==> src/rtl/robo_move_scheduler.sv <==
// Purpose: arbitrates manual/auto move commands and paces each move over v_sync frames.
// Latency: ack 1 cycle after request; done FRAMES_PER_MOVE ticks + 1 cycle after grant.
// Backpressure: requests are ignored outside IDLE; requesters hold req until ack. Option: ROBO_SCHED_FAIR_EN.
module robo_move_scheduler #(
  parameter int COLS            = 20,
  parameter int ROWS            = 15,
  parameter int FRAMES_PER_MOVE = 8,
  parameter int START_COL       = 0,
  parameter int START_ROW       = 0
) (
  input  logic       Clock50,
  input  logic       Reset,
  input  logic       v_sync,
  input  logic       man_req,
  input  logic [1:0] man_cmd,
  output logic       man_ack,
  input  logic       auto_req,
  input  logic [1:0] auto_cmd,
  output logic       auto_ack,
  input  logic       blocked,
  output logic [4:0] pos_col,
  output logic [3:0] pos_row,
  output logic [1:0] dir,
  output logic       busy,
  output logic [2:0] anim_frame,
  output logic [7:0] debris_cnt,
  output logic       done,
  output logic       bump
);

  typedef enum logic [1:0] {S_IDLE, S_EXEC, S_COMMIT} state_t;

  localparam logic [1:0] CMD_ADV  = 2'b00;
  localparam logic [1:0] CMD_TURN = 2'b01;
  localparam logic [1:0] CMD_REM  = 2'b10;
  localparam logic [1:0] CMD_NOP  = 2'b11;

  localparam logic [2:0] LAST_FRAME = 3'(FRAMES_PER_MOVE - 1);
  localparam logic [4:0] COL_MAX    = 5'(COLS - 1);
  localparam logic [3:0] ROW_MAX    = 4'(ROWS - 1);
  localparam logic [4:0] COL_INIT   = 5'(START_COL);
  localparam logic [3:0] ROW_INIT   = 4'(START_ROW);

  state_t     state, next_state;
  logic       vs_q;
  logic       tick;
  logic [1:0] cmd_q;
  logic       pick_man;
  logic       grant_any;
  logic [1:0] grant_cmd;
  logic       step_ok;

  logic       man_ack_d, auto_ack_d, busy_d, done_d, bump_d;
  logic [2:0] anim_frame_d;
  logic [4:0] pos_col_d;
  logic [3:0] pos_row_d;
  logic [1:0] dir_d;
  logic [7:0] debris_cnt_d;

  assign tick = vs_q & ~v_sync;

`ifdef ROBO_SCHED_FAIR_EN
  // last_grant: 1 = manual won last time, 0 = auto
  logic last_grant;
  assign pick_man = man_req & (~auto_req | ~last_grant);

  always_ff @(posedge Clock50) begin
    if (!Reset)         last_grant <= 1'b0;
    else if (grant_any) last_grant <= pick_man;
  end
`else
  assign pick_man = man_req;
`endif

  assign grant_any = (state == S_IDLE) & (man_req | auto_req);
  assign grant_cmd = pick_man ? man_cmd : auto_cmd;

  // A move may only step if not blocked and the target cell stays on the grid.
  always_comb begin
    step_ok = 1'b0;
    case (dir)
      2'b00:   step_ok = (pos_row != 4'd0);
      2'b01:   step_ok = (pos_col != COL_MAX);
      2'b10:   step_ok = (pos_row != ROW_MAX);
      default: step_ok = (pos_col != 5'd0);
    endcase
    step_ok = step_ok & ~blocked;
  end

  always_ff @(posedge Clock50) begin
    if (!Reset) begin
      state      <= S_IDLE;
      vs_q       <= 1'b1;
      cmd_q      <= CMD_NOP;
      man_ack    <= 1'b0;
      auto_ack   <= 1'b0;
      busy       <= 1'b0;
      done       <= 1'b0;
      bump       <= 1'b0;
      anim_frame <= 3'd0;
      pos_col    <= COL_INIT;
      pos_row    <= ROW_INIT;
      dir        <= 2'b01;
      debris_cnt <= 8'd0;
    end else begin
      state      <= next_state;
      vs_q       <= v_sync;
      if (grant_any) cmd_q <= grant_cmd;
      man_ack    <= man_ack_d;
      auto_ack   <= auto_ack_d;
      busy       <= busy_d;
      done       <= done_d;
      bump       <= bump_d;
      anim_frame <= anim_frame_d;
      pos_col    <= pos_col_d;
      pos_row    <= pos_row_d;
      dir        <= dir_d;
      debris_cnt <= debris_cnt_d;
    end
  end

  always_comb begin
    next_state = state;
    case (state)
      S_IDLE:   if (grant_any && grant_cmd != CMD_NOP) next_state = S_EXEC;
      S_EXEC:   if (tick && anim_frame == LAST_FRAME) next_state = S_COMMIT;
      S_COMMIT: next_state = S_IDLE;
      default:  next_state = S_IDLE;
    endcase
  end

  always_comb begin
    man_ack_d    = grant_any & pick_man;
    auto_ack_d   = grant_any & ~pick_man;
    busy_d       = (next_state == S_EXEC) || (next_state == S_COMMIT);
    done_d       = (state == S_COMMIT);
    bump_d       = 1'b0;
    anim_frame_d = anim_frame;
    pos_col_d    = pos_col;
    pos_row_d    = pos_row;
    dir_d        = dir;
    debris_cnt_d = debris_cnt;
    if (grant_any)
      anim_frame_d = 3'd0;
    else if (state == S_EXEC && tick)
      anim_frame_d = anim_frame + 3'd1;
    if (state == S_COMMIT) begin
      case (cmd_q)
        CMD_ADV: begin
          if (!step_ok) bump_d = 1'b1;
          else begin
            case (dir)
              2'b00:   pos_row_d = pos_row - 4'd1;
              2'b01:   pos_col_d = pos_col + 5'd1;
              2'b10:   pos_row_d = pos_row + 4'd1;
              default: pos_col_d = pos_col - 5'd1;
            endcase
          end
        end
        CMD_TURN: dir_d = dir + 2'd1;
        CMD_REM:  if (debris_cnt != 8'hFF) debris_cnt_d = debris_cnt + 8'd1;
        default:  ;
      endcase
    end
  end

endmodule

==> config.mk <==
export PLATFORM = sky130hd
export DESIGN_NAME = robo_move_scheduler
export DESIGN_NICKNAME = d
export VERILOG_FILES = /design/src/rtl/robo_move_scheduler.sv
export SDC_FILE = /design/constraint.sdc
export NUM_CORES = 1
export LEC_CHECK = 0
export BUFFER_PORTS_ARGS = -buffer_cell sky130_fd_sc_hd__buf_4
export CORE_ASPECT_RATIO = 0.5
export CORE_MARGIN = 2
export CORE_UTILIZATION = 45
export CTS_CLUSTER_SIZE = 40
export DETAILED_ROUTE_END_ITERATION = 8
export PLACE_DENSITY_LB_ADDON = 0.15
export SYNTH_ARGS = -nofsm -noshare
export SYNTH_HDL_FRONTEND = slang
export SYNTH_SLANG_ARGS = --single-unit
==> constraint.sdc <==
create_clock -name Clock50 -period 2.1 [get_ports Clock50]
set_clock_uncertainty 0.15 [all_clocks]
set_input_delay 0 -clock Clock50 [delete_from_list [all_inputs] [get_ports Clock50]]
set_output_delay 0 -clock Clock50 [all_outputs]
set_load 0.02 [all_outputs]
Yosys cells after proc, flatten, opt, wreduce, memory -nomap -nowiden
Cells that the tools add are included.

Register bits after elaboration: 32. Input port bits: 10. Output and inout bits: 27. Logic and storage cells: 69.

Add/subtract/negate cells: 7. Equality and inequality tests: 13. Mux-type cells: 8. Bitwise logic cells: 11. Reduce and logical (&&, ||, !) cells: 17.

Operators by type and width (count): $pmux W5 S2 (1); $add A8 B1 Y8 const B (1); $eq A2 B1 Y1 const B (4); $eq A2 B2 Y1 const B (4); $ne A8 B8 Y1 const B (1); $pmux W4 S2 (1); $reduce_and A4 Y1 (2); $logic_not A2 Y1 (3); $mux W2 (3); $reduce_and A3 Y1 (2); $add A5 B1 Y5 const B (1); $and A1 B1 Y1 (5); $ne A5 B5 Y1 const B (1); $not A1 Y1 (5); $reduce_bool A5 Y1 (1); $sub A5 B1 Y5 const B (1); $add A4 B1 Y4 const B (1); $ne A4 B4 Y1 const B (1); $pmux W2 S2 (1); $reduce_bool A4 Y1 (1); $reduce_or A2 Y1 (2); $sub A4 B1 Y4 const B (1); $add A3 B1 Y3 const B (1); $eq A3 B3 Y1 const B (1); other kinds (9) (11).

Longest topological paths before layout
Word-level depth: 7. Mapped depth: 9. Mapped depth without buffers: 9.

Worst setup path after synthesis
Ideal clock, no wire load.

Kind: register to register. Start point: register dir[0]. End point: register pos_row[3]. Library setup time: 0.118 ns. Arrival: 1.870 ns. Required time: 1.832 ns. Slack: -0.038 ns. Stages on the path, launching flop included: 10. Path buffers: 0. Period minus slack after synthesis: 2.138 ns. Path through: dfxtp_1 inv_1 ha_1 inv_1 ha_1 a21o_1 a21oi_1 xnor2_1 nand2_1 mux2i_1.

Longest elaborated chain between the ends: 4. Elaborated cells between the ends (all ways): 8. Classes of those cells: 2 x eq/ne; 2 x mux; 1 x bitwise; 3 x reduce/logical.

RTL lines: start: declaration (RTL line 23) `output logic [1:0] dir,`; start signal: assignment (RTL line 117) `dir <= dir_d;`; $eq A2 B2 Y1 (tied with other cells) (RTL line 81, 152); $pmux W1 S3 (RTL line 81) `case (dir)`; $and A1 B1 Y1 (RTL line 87) `step_ok = step_ok & ~blocked;`; $reduce_and A4 Y1 (no source line); end signal: assignment (RTL line 116) `pos_row <= pos_row_d;`; end: declaration (RTL line 22) `output logic [3:0] pos_row,`.

Parallel ways exist; a longest one is shown, timed or not. A chain may end at the register's enable or synchronous reset.

Worst setup path after layout
Start point: register dir[0]. End point: register pos_col[0].

Longest elaborated chain between the ends: 4. Elaborated cells between the ends (all ways): 9. Classes of those cells: 2 x eq/ne; 2 x mux; 2 x bitwise; 3 x reduce/logical.

RTL lines: $eq A2 B2 Y1 (tied with other cells) (RTL line 81, 152); $pmux W1 S3 or $reduce_or A2 Y1 (tied branches); $and A1 B1 Y1 or $not A1 Y1 (tied branches); $reduce_and A4 Y1 (no source line); end signal: assignment (RTL line 115) `pos_col <= pos_col_d;`; end: declaration (RTL line 21) `output logic [4:0] pos_col,`.

Parallel ways exist; a longest one is shown, timed or not.

==> run_results.csv <==
group,metric,value,unit
power,ir_worst_vdd,0.292,mV
worst_setup_path,max_stage_delay,0.50,ns
worst_hold_path,hold_depth,3,
worst_setup_path,cp-start-kind,"flop",
cts,cts_setup_buffers,0,
worst_hold_path,min_to,"vs_q",
synth,synth_edf_count,0,
worst_setup_path,worst_path_max_delay_cell,"or4b_1",
synth,synthTopCellsByCount,"32 x dfxtp_1, 21 x nor2_1, 15 x nand2_1",
power,finalPower,1.21,mW
cts,cts_tree,"yes",
routing,drtAntennaViolNets,0,
worst_hold_path,hold_path_class,"in -> reg",
floorplan,initial_utilization,47.6,%
floorplan,rows,15,
cts,path_clk_slew,0.07,ns
floorplan,io_pins,37,
worst_setup_path,rr_endpoint,"pos_col[0]",
synth,ys_types,35,
worst_setup_path,critPathMaxFanout,8,
run,drv_cap,0,
worst_setup_path,arrival,1.99,ns
synth,synthArstFlopShare,0,%
timing,min_period,1.99,ns
final_layout,regArea,643,um2
routing,wl_per_cell,12.2,um
cts,clk_latency,0.28,ns
global_route,grt_pass1_vias,1225,
cts,root_buffer,"clkbuf_8",
placed_design,port_buffers,36,
synth,ys_warn_count,0,
synth,synth_top_area_cell,"dfxtp_1",
synth,synth_top_area_share,38.8,%
floorplan,die-area,4200,um2
final_layout,synthToLayoutAreaGrowth,34.2,%
timing,fin_crit_sh,94.6,%
final_layout,layout-drive-gt1-share,27.7,%
timing,hold_viol,0,
final_layout,antenna_cells,0,
floorplan,fp.dieW,89.7,um
synth,ys_ff_latch,32,
final_layout,num-fill-cells,298,
routing,drt-pass1-iter-count,4,
timing,fin_setup_tns,0,ns
power,power.density,546,nW/um2
routing,wirelength,3430,um
synth,syn_area_per_cell,9.39,um2
worst_setup_path,setup.worst_path.class,"reg -> reg",
timing,tightest_slew,0.610,ns
global_route,grt_usage,17.0,%
routing,viasPerCell,5.01,
final_layout,stdcell_count,282,
synth,synthCells,176,
cts,clk_path_buf_depth,2,
cts,cts-buffers-inserted,5,
synth,synthesis.area,1650,um2
worst_setup_path,r2r_slack,0.11,ns
timing,holdWs,0.345,ns
power,power_leakage,0.972,nW
placed_design,gp_congestion,0.768,
global_route,grt_max_degree,19,
global_route,grt_overflow_total,0,
synth,syn_nets,200,
placed_design,hpwl,2440,um
routing,drc_errors,0,
synth,ys_seq_area_share,38.8,%
worst_setup_path,cp.required,2.10,ns
outcome,status,"completed",
timing,slew_headroom,59.1,%
global_route,grt_antenna_before_repair,0,
timing,max_freq,503,MHz
final_layout,layout.nets,254,
floorplan,core,3470,um2
routing,vias,1414,
timing,rsz0062_at_grt,"no",
worst_setup_path,endpoint_kind,"flop",
synth,ys.flop_type,"dfxtp_1",
worst_hold_path,hp-start,"v_sync",
worst_setup_path,path_cells,"ha_1 -> or4b_1 -> o2111ai_1 -> a21oi_2 -> xnor2_1 -> nor2_1",
final_layout,multiInputGateArea,972,um2
placed_design,dp_cells,262,
timing,drv_slew,0,
global_route,grt_pass1_wl,5430,um
floorplan,die_height,46.9,um
timing,finalSetupViolCount,0,
cts,htree_levels,2,
worst_setup_path,reg2reg_from,"dir[0]",
worst_setup_path,crit_buf_inv,0,
routing,drt_iter0_markers,28,
worst_setup_path,reg2regPathDepth,6,
cts,clock-sinks,32,
worst_setup_path,crit_family,"simple AND/OR/NAND/NOR gates",
synth,yosysMostFrequentCell,"dfxtp_1",
worst_setup_path,cp_num_cells,6,
synth,synth_area_leaders,"dfxtp_1 39%, ha_1 9.1%, xnor2_1 7.4%",
worst min-delay path: cells and delay by family:
kind,cells,cell delay (ns)
AND/OR/NAND/NOR,1,0.09
buffers and inverters,2,0.65
per-layer routing:
| layer | share of wire (%) | vias to the layer above | GRT usage, % |
|---|---|---|---|
| met5 | 0 | - | 0 |
| met4 | 0.29 | 0 | 6.77 |
| met3 | 5.0 | 2 | 4.98 |
| met2 | 48 | 33 | 29.8 |
| met1 | 47 | 662 | 20.8 |
| li1 | - | 717 | - |
layout by cell type (no fill, tap or decap), types with 6 or more instances in the layout:
master,instances
dlygate4sd3_1,12
ha_1,11
buf_4,39
xnor2_1,14
dfxtp_1,30
a21oi_1,8
clkbuf_8,6
nand2_1,15
nand3_1,6
inv_1,7
mux2i_1,8
nor2_1,21
sequential cells by signal, indices dropped and copies added (netlist names):
name	cells
debris_cnt	8
man_ack	1
anim_frame	3
dir	2
pos_col	5
pos_row	4
cmd_q	2
vs_q	1
done	1
busy	1
state	2
bump	1
auto_ack	1
where the power goes:
| group | internal [mW] | switching (mW) | total, mW | leakage [nW] |
|---|---|---|---|---|
| clock network | 0.261 | 0.219 | 0.481 | 0.0510 |
| logic | 0.0507 | 0.0495 | 0.100 | 0.661 |
| registers | 0.619 | 0.0115 | 0.631 | 0.260 |
| total | 0.931 | 0.280 | 1.21 | 0.972 |
area by class of cell:
cell class,instances,share of cell area (%)
Multi-Input combinational cell,131,43.8
Clock inverter,2,0.451
Clock buffer,6,3.72
Sequential cell,32,29.0
Inverter,9,1.52
Timing Repair Buffer,51,18.6
Tap cell,51,2.88
how the worst max path moves through the flow:
stage / from / to / slack, ns
finish: dir[0] / pos_col[0] / 0.11
global route: dir[0] / pos_col[4] / 0.005
CTS: dir[1] / pos_col[4] / 0.006
detailed placement: dir[1] / pos_col[4] / 0.007
global placement: dir[1] / pos_col[4] / 0.09
floorplan: dir[1] / pos_col[4] / 0.02
cell families after synthesis:
group                    Yosys count  share of synthesized area, %
AND/OR/NAND/NOR                   64                          20.8
flip-flops                        32                          38.8
AO/OA/AOI/OAI                     30                          13.2
XOR/XNOR                          15                          7.95
adder cells (fa/ha/maj)           14                          11.5
buffers and inverters             13                          2.95
multiplexers                       8                          4.85
metrics by stage:
stage          util (%)  setup slack, ns  instance area [um2]
2_1_floorplan         -           0.0184                 1650
5_1_grt            63.9          0.00540                 2220
3_5_place_dp       57.5          0.00746                 2000
3_3_place_gp       57.5           0.0899                 2000
6_report           63.9            0.113                 2220
4_1_cts            63.3          0.00550                 2200
timing repair:
action,4_1_cts,5_1_grt
endpoints found under the setup margin,0,4
hold endpoints to repair,18,3
resized for setup,0,6
hold buffers,11,1
(Power assumes the default switching activity.)
